## src/rtl/regfile_pkg.sv

```systemverilog
// rtl/regfile_pkg.sv - shared defaults and size derivation for the scoreboarded register file
package regfile_pkg;

    localparam int DEF_DATA_W   = 16;
    localparam int DEF_ADDR_W   = 3;
    localparam int DEF_SP_INDEX = 2;
    localparam int DEF_SP_RESET = 256;

    function automatic int numRegs(input int addrW);
        return 1 << addrW;
    endfunction

endpackage

```

## src/rtl/reg_scoreboard.sv

```systemverilog
// rtl/reg_scoreboard.sv - per-register pending bits; a set beats a clear on the same register
module reg_scoreboard #(
    parameter int NUM_REGS = 8,
    parameter int ADDR_W   = 3
) (
    input  logic                clock,
    input  logic                reset,
    input  logic                setEn,
    input  logic [ADDR_W-1:0]   setReg,
    input  logic                clrEn,
    input  logic [ADDR_W-1:0]   clrReg,
    output logic [NUM_REGS-1:0] pending,
    output logic [NUM_REGS-1:0] pendingNext,
    output logic                anyPending
);

    // Clear first, then set, so a new producer reserved on the writeback edge stays pending.
    always_comb begin
        pendingNext = pending;
        if (clrEn) begin
            pendingNext[clrReg] = 1'b0;
        end
        if (setEn) begin
            pendingNext[setReg] = 1'b1;
        end
    end

    always_ff @(posedge clock) begin
        if (reset) begin
            pending <= '0;
        end else begin
            pending <= pendingNext;
        end
    end

    assign anyPending = |pending;

endmodule

```

## src/rtl/regfile_scoreboarded.sv

```systemverilog
// rtl/regfile_scoreboarded.sv - N x W register file with two registered read ports and a pending scoreboard
module regfile_scoreboarded
    import regfile_pkg::*;
#(
    parameter int DATA_W   = DEF_DATA_W,
    parameter int ADDR_W   = DEF_ADDR_W,
    parameter int SP_INDEX = DEF_SP_INDEX,
    parameter int SP_RESET = DEF_SP_RESET,
    parameter bit ZERO_REG = 1'b0,
    parameter bit BYPASS   = 1'b1
) (
    input  logic              clock,
    input  logic              reset,
    input  logic              readEn,
    input  logic [ADDR_W-1:0] readReg1,
    input  logic [ADDR_W-1:0] readReg2,
    input  logic [ADDR_W-1:0] writeReg,
    input  logic [DATA_W-1:0] writeFile,
    input  logic              regWrite,
    input  logic              reserveEn,
    input  logic [ADDR_W-1:0] reserveReg,
    output logic [DATA_W-1:0] readData1,
    output logic [DATA_W-1:0] readData2,
    output logic              readPending1,
    output logic              readPending2,
    output logic              anyPending
);

    localparam int                NUM_REGS = numRegs(ADDR_W);
    localparam logic [DATA_W-1:0] SP_VALUE = DATA_W'(SP_RESET);

    logic [DATA_W-1:0]   regs [NUM_REGS];
    logic [NUM_REGS-1:0] pending;
    logic [NUM_REGS-1:0] pendingNext;
    logic                writeOk;
    logic                reserveOk;
    logic [DATA_W-1:0]   rdNext1;
    logic [DATA_W-1:0]   rdNext2;
    logic                pnNext1;
    logic                pnNext2;

    // A hard-zero register swallows both writes and reservations.
    assign writeOk   = regWrite  && !(ZERO_REG && (writeReg == '0));
    assign reserveOk = reserveEn && !(ZERO_REG && (reserveReg == '0));

    reg_scoreboard #(
        .NUM_REGS (NUM_REGS),
        .ADDR_W   (ADDR_W)
    ) u_scoreboard (
        .clock       (clock),
        .reset       (reset),
        .setEn       (reserveOk),
        .setReg      (reserveReg),
        .clrEn       (writeOk),
        .clrReg      (writeReg),
        .pending     (pending),
        .pendingNext (pendingNext),
        .anyPending  (anyPending)
    );

    always_ff @(posedge clock) begin
        if (reset) begin
            for (int i = 0; i < NUM_REGS; i++) begin
                regs[i] <= (i == SP_INDEX) ? SP_VALUE : '0;
            end
        end else if (writeOk) begin
            regs[writeReg] <= writeFile;
        end
    end

    // With BYPASS the captured values are what the register holds after this edge.
    always_comb begin
        rdNext1 = regs[readReg1];
        pnNext1 = pending[readReg1];
        rdNext2 = regs[readReg2];
        pnNext2 = pending[readReg2];
        if (BYPASS) begin
            if (writeOk && (writeReg == readReg1)) begin
                rdNext1 = writeFile;
            end
            if (writeOk && (writeReg == readReg2)) begin
                rdNext2 = writeFile;
            end
            pnNext1 = pendingNext[readReg1];
            pnNext2 = pendingNext[readReg2];
        end
        if (ZERO_REG && (readReg1 == '0)) begin
            rdNext1 = '0;
            pnNext1 = 1'b0;
        end
        if (ZERO_REG && (readReg2 == '0)) begin
            rdNext2 = '0;
            pnNext2 = 1'b0;
        end
    end

    always_ff @(posedge clock) begin
        if (reset) begin
            readData1    <= '0;
            readData2    <= '0;
            readPending1 <= 1'b0;
            readPending2 <= 1'b0;
        end else if (readEn) begin
            readData1    <= rdNext1;
            readData2    <= rdNext2;
            readPending1 <= pnNext1;
            readPending2 <= pnNext2;
        end
    end

endmodule
```

## config.mk

```make
export PLATFORM = sky130hd
export DESIGN_NAME = regfile_scoreboarded
export DESIGN_NICKNAME = d
export VERILOG_FILES = /design/src/rtl/regfile_pkg.sv /design/src/rtl/reg_scoreboard.sv /design/src/rtl/regfile_scoreboarded.sv
export SDC_FILE = /design/constraint.sdc
export NUM_CORES = 1
export LEC_CHECK = 0
export CORE_ASPECT_RATIO = 1.4
export CORE_MARGIN = 1
export CORE_UTILIZATION = 45
export CTS_CLUSTER_DIAMETER = 100
export CTS_CLUSTER_SIZE = 14
export DETAILED_ROUTE_END_ITERATION = 8
export SLEW_MARGIN = 20
export SYNTH_ARGS = -nofsm -noshare
export SYNTH_HDL_FRONTEND = slang
export SYNTH_SLANG_ARGS = --single-unit
```

## constraint.sdc

```tcl
create_clock -name clock -period 5.1 [get_ports clock]
set_input_delay 1.02 -clock clock [delete_from_list [all_inputs] [get_ports clock]]
set_output_delay 1.02 -clock clock [all_outputs]
set_load 0.01 [all_outputs]
```

# Word-level counts from Yosys, hierarchy flattened
# Memory sizes are Yosys's and may differ from the RTL's. A register that Yosys moved wholly into a read port is not among the register bits.
# Index checks and enable logic that the tools add are counted.
[totals] out_inout_bits=35 word_cells=35 mem_bits_rw=128 mem_count=1 input_bits=33 regBits=10
[mem_list] name="regs" depth=8 width=16 read_ports=2 rd_clocked_by_memory_dff=2 wr=8 line_no="regfile_scoreboarded.sv:32" source="logic [DATA_W-1:0] regs [NUM_REGS];"
[classes] muxes=18 bitwise=3 n_reduce_logical=4 order_cmp=6
[op_table] operator="< comparator 3 x 4 -> 1 bit, second input constant" count=4
[op_table] operator="2-to-1 mux 16 bit" count=1
[op_table] operator="2-to-1 mux 8 bit" count=2
[op_table] operator="OR reduction 16 bit" count=1
[op_table] operator="2-to-1 mux 1 bit" count=10
[op_table] operator="AND 8 bit" count=1
[op_table] operator="inverter 8 bit" count=1
[op_table] operator="bitwise OR 8 bit" count=1
[op_table] operator="OR reduction 8 bit" count=1
[op_table] operator="binary-select mux 1 bit (select 3 bit)" count=2
[op_table] operator="demux 1 bit (select 3 bit)" count=2
[op_table] operator=">= comparator 3 x 1 -> 1 bit, second input constant" count=2
[op_table] operator="2-to-1 mux 3 bit" count=1
[op_table] operator="logical AND 1 bit" count=2

# Longest topological paths before layout
[logic_depth] word_depth=11 depth_mapped=8 ltp_nobuf=5

# By module
# From an unflattened synthesis, not the netlist that was laid out.
[unflattened] hier_cells=626 hier_area_um2=8632.0
[modules_own_cells] mod="regfile_scoreboarded" area_each_um2=8094.0 instances=1 seq_area_each_um2=4524.3 cells_each=567
[modules_own_cells] mod="reg_scoreboard" area_each_um2=538.0 instances=1 seq_area_each_um2=160.2 cells_each=59

# Worst setup path after synthesis
# OpenSTA, ideal clock, no wires.
[synth_path] path_kind="input -> register" start="in regWrite" end="mem regs[0][0] (netlist bit) (enable)" setup_ns=0.372 setup_slack_ns=2.669 t_arrival_ns=2.060 cell_stages=3 t_required_ns=4.728 n_path_buf=1 path_cell_list="buf_2 -> or4b_4 -> nand2_1"
[synth_rtl] element="start, declared" line_no="regfile_scoreboarded.sv:19" source="input logic regWrite,"
[synth_rtl] element="end, declared" line_no="regfile_scoreboarded.sv:32"

# Worst setup path after layout
[layout_path] start="in readReg2[2]" end="reg readPending2"
[layout_between] elab_chain_len=2
[layout_lines] element="start, declared" line_no="regfile_scoreboarded.sv:16" source="input logic [ADDR_W-1:0] readReg2,"
[layout_lines] element="binary-select mux 1 bit (select 3 bit)" line_no="regfile_scoreboarded.sv:85" source="pnNext2 = pendingNext[readReg2];"
[layout_lines] element="2-to-1 mux 1 bit (not written as such)" line_no="regfile_scoreboarded.sv:85"
[layout_lines] element="end signal, assigned" line_no="regfile_scoreboarded.sv:107" source="readPending2 <= pnNext2;"
[layout_lines] element="end, declared" line_no="regfile_scoreboarded.sv:25" source="output logic readPending2,"
# Every way passes these cells. The select of a mux whose other input is x is not followed.
# A chain may end at the register's enable or synchronous reset.

==> flow_metrics.env <==
export IMPL_drt_iter0_markers=707
export IMPL_vias_per_cell=6.23
export IMPL_synth_sequential_area_ratio=0.527
export IMPL_cts_hold_buf=0
export IMPL_yosysTopAreaCell="edfxtp_1"
export IMPL_top_level_ports=68
export IMPL_criticalPathCategory="primary input to register"
export IMPL_fin_crit_ns=3.12
export IMPL_start_kind="primary input"
export IMPL_wl_per_cell_um=25.1
export IMPL_critPathMaxStageDelay_ns=0.75
export IMPL_cpMostUsedCell="nand3_1"
export IMPL_cts_reportedPaths_clkPinSlew_ns=0.07
export IMPL_drv_cap=0
export IMPL_worstMarginPinSlew_ns=1.19
export IMPL_route_met2_wl_um=13300
export IMPL_power_density_nw_per_um2=329
export IMPL_max_freq_mhz=321
export IMPL_syn_to_final_growth_pct=15.5
export IMPL_die_w_um=121
export IMPL_clock_sinks=170
export IMPL_h_tree_depth=4
export IMPL_numCtsBuffers=17
export IMPL_placementRows=60
export IMPL_routed_top_layer="met5"
export IMPL_synth_area_leaders="edfxtp_1 (43%), mux2i_1 (15%), dfxtp_1 (9.5%), and2_1 (9.1%), a22oi_1 (5.5%)"
export IMPL_wl_met3_um=1650
export IMPL_antenna_cells=0
export IMPL_drt_wl_total_um=27100
export IMPL_antenna_found_initial=1
export IMPL_syn_area_per_cell_um2=11.3
export IMPL_critical_path_buf_inv_count=2
export IMPL_cts_root_buf="clkbuf_16"
export IMPL_vias=6750
export IMPL_grt_overflow_total=0
export IMPL_slew_headroom=0.206
export IMPL_syn_area_um2=8890
export IMPL_syn_num_nets=820
export IMPL_grt_max_degree=47
export IMPL_firstDrtPassIters=7
export IMPL_cts_tree="built"
export IMPL_io_buffers=67
export IMPL_required_ns=5.47
export IMPL_synth_seq_cells=170
export IMPL_cts_resized=0
export IMPL_synthCells=787
export IMPL_min_path_type="register to register"
export IMPL_hold_viol=0
export IMPL_post_dp_hpwl_um=16100
export IMPL_dieArea_um2=20300
export IMPL_status="complete, no violations"
export IMPL_final_nets=855
export IMPL_synth_top_area_share=0.433
export IMPL_dpl_cell_area_um2=9670
export IMPL_cp_arrival_ns=3.48
export IMPL_tns_ns=0
export IMPL_drive_above_1_share=0.0743
export IMPL_worstPathCellList="clkdlybuf4s50_1 -> nor2b_1 -> buf_4 -> nand3_1 -> o22ai_1 -> a311oi_2 -> nand3_1"
export IMPL_slowest_stage="clkdlybuf4s50_1"
export IMPL_grt_usage=0.271
export IMPL_initial_core_util=0.461
export IMPL_fp_dieH_um=168
export IMPL_ys_warn_count=0
export IMPL_finalSetupViolations=0
export IMPL_fin_hold_ws_ns=0.486
export IMPL_post_cts_buffers=0
export IMPL_clk_latency_ns=0.43
export IMPL_p_leak_nw=3.90
export IMPL_grt_first_pass_wirelength_um=39900
export IMPL_core_um2=19300
export IMPL_cp_max_fo=10
export IMPL_final_area_um2=10300
export IMPL_wl_met1_um=11400
export IMPL_yosysUniqueCellTypes=37
export IMPL_drv_slew=0
export IMPL_cp_top_family="buffers and inverters"
export IMPL_drtAntennaViolNets=0
export IMPL_irDropWorstVdd_mv=0.241
export IMPL_drc=0
export IMPL_clockBufferDepth=2
export IMPL_finClkSkew_ns=0.00541
export IMPL_globalplace_congestion=0.873
export IMPL_end_kind="register"
export IMPL_grt_pass1_vias=6502
export IMPL_min_period_over_period=0.611
export IMPL_rsz0062_at_grt="no"
[worst paths after layout]
path / cells after the start / start / to / slack, ns
hold / removal: 2 / readData2[12] / readData2[12] / 0.49
setup reg to reg: 4 / u_scoreboard.pending[6] / readPending2 / 3.75
setup / recovery: 7 / readReg2[2] / readPending2 / 1.98
hold reg to reg: 2 / readData2[12] / readData2[12] / 0.49
[per-stage QoR]
stage	instances	utilization	setup WS, ns	total power, mW
2_1_floorplan	787	-	2.67	1.92
6_report	1083	0.532	1.98	3.38
5_1_grt	1083	0.532	1.97	3.48
3_5_place_dp	1051	0.501	1.59	2.11
3_3_place_gp	1051	0.501	1.64	2.10
4_1_cts	1083	0.532	2.04	3.38
[worst min-delay path: stages, from the launching register on]
cell and delay [ns]:
dfxtp_1 0.31, nor2_1 0.08, a311oi_1 0.05
[report_power, final]
| group | leakage (nW) | switching (mW) | internal [mW] |
|---|---|---|---|
| logic | 2.03 | 0.265 | 0.187 |
| registers | 1.59 | 0.0537 | 1.58 |
| clock network | 0.278 | 0.557 | 0.731 |
| total | 3.90 | 0.875 | 2.50 |
[sequential cells by signal (all words and copies together), names as in the netlist]
name and flops:
readData1 16, regs 128, readPending1 1, readData2 16, readPending2 1, u_scoreboard.pending 8
[Yosys cell counts, drive strengths merged]
cell,number
dfxtp,42
a2bb2oi,2
and2,129
nand3,40
buf,31
clkbuf,33
edfxtp,128
nand3b,1
nor2b,8
o32ai,1
nand4,5
nor3,4
o22ai,1
xnor2,6
inv,3
nand2b,2
nor3b,2
nand4bb,3
o21ai,2
nor2,52
nand2,47
or3,1
and4,2
a32oi,4
nor4,2
a311oi,33
mux2i,132
nand4b,4
a22oi,66
or4b,1
[cell families (layout without fill, tap and decap cells)]
group           Yosys count  in the layout  share of synthesized area
buf+inv                  67            115                     0.0346
flops                   170            170                      0.527
xor+xnor                  6              6                    0.00591
mux                     132            132                      0.149
compound gates          109            109                     0.0997
simple gates            303            303                      0.184
[per-layer routing]
layer / GRT usage / vias to the layer above
met5: 0 / -
met1: 0.356 / 3407
met3: 0.0420 / 54
met2: 0.445 / 284
met4: 0.108 / 2
li1: - / 3003
[layout by cell type (no fill, tap or decap), drive strengths merged, types with 3 or more instances in the layout]
cell           instances
mux2i                132
and2                 129
edfxtp               128
a22oi                 66
clkdlybuf4s50         63
nor2                  52
nand2                 47
dfxtp                 42
nand3                 40
a311oi                33
clkbuf                20
buf                   17
nor2b                  8
xnor2                  6
inv                    6
nand4                  5
nand4b                 4
nor3                   4
a32oi                  4
clkinvlp               4
clkinv                 4
nand4bb                3
[cell type report]
type / instances / area [um^2]
fillers: 1655 / 9030
flip-flops and latches: 170 / 4680
multi-input cells: 550 / 3920
repair buffers: 80 / 753
clock buffers: 20 / 478
well taps: 248 / 310
clock inverters: 12 / 113
inverters: 3 / 11.3
Power figures use the tool's default switching activity.
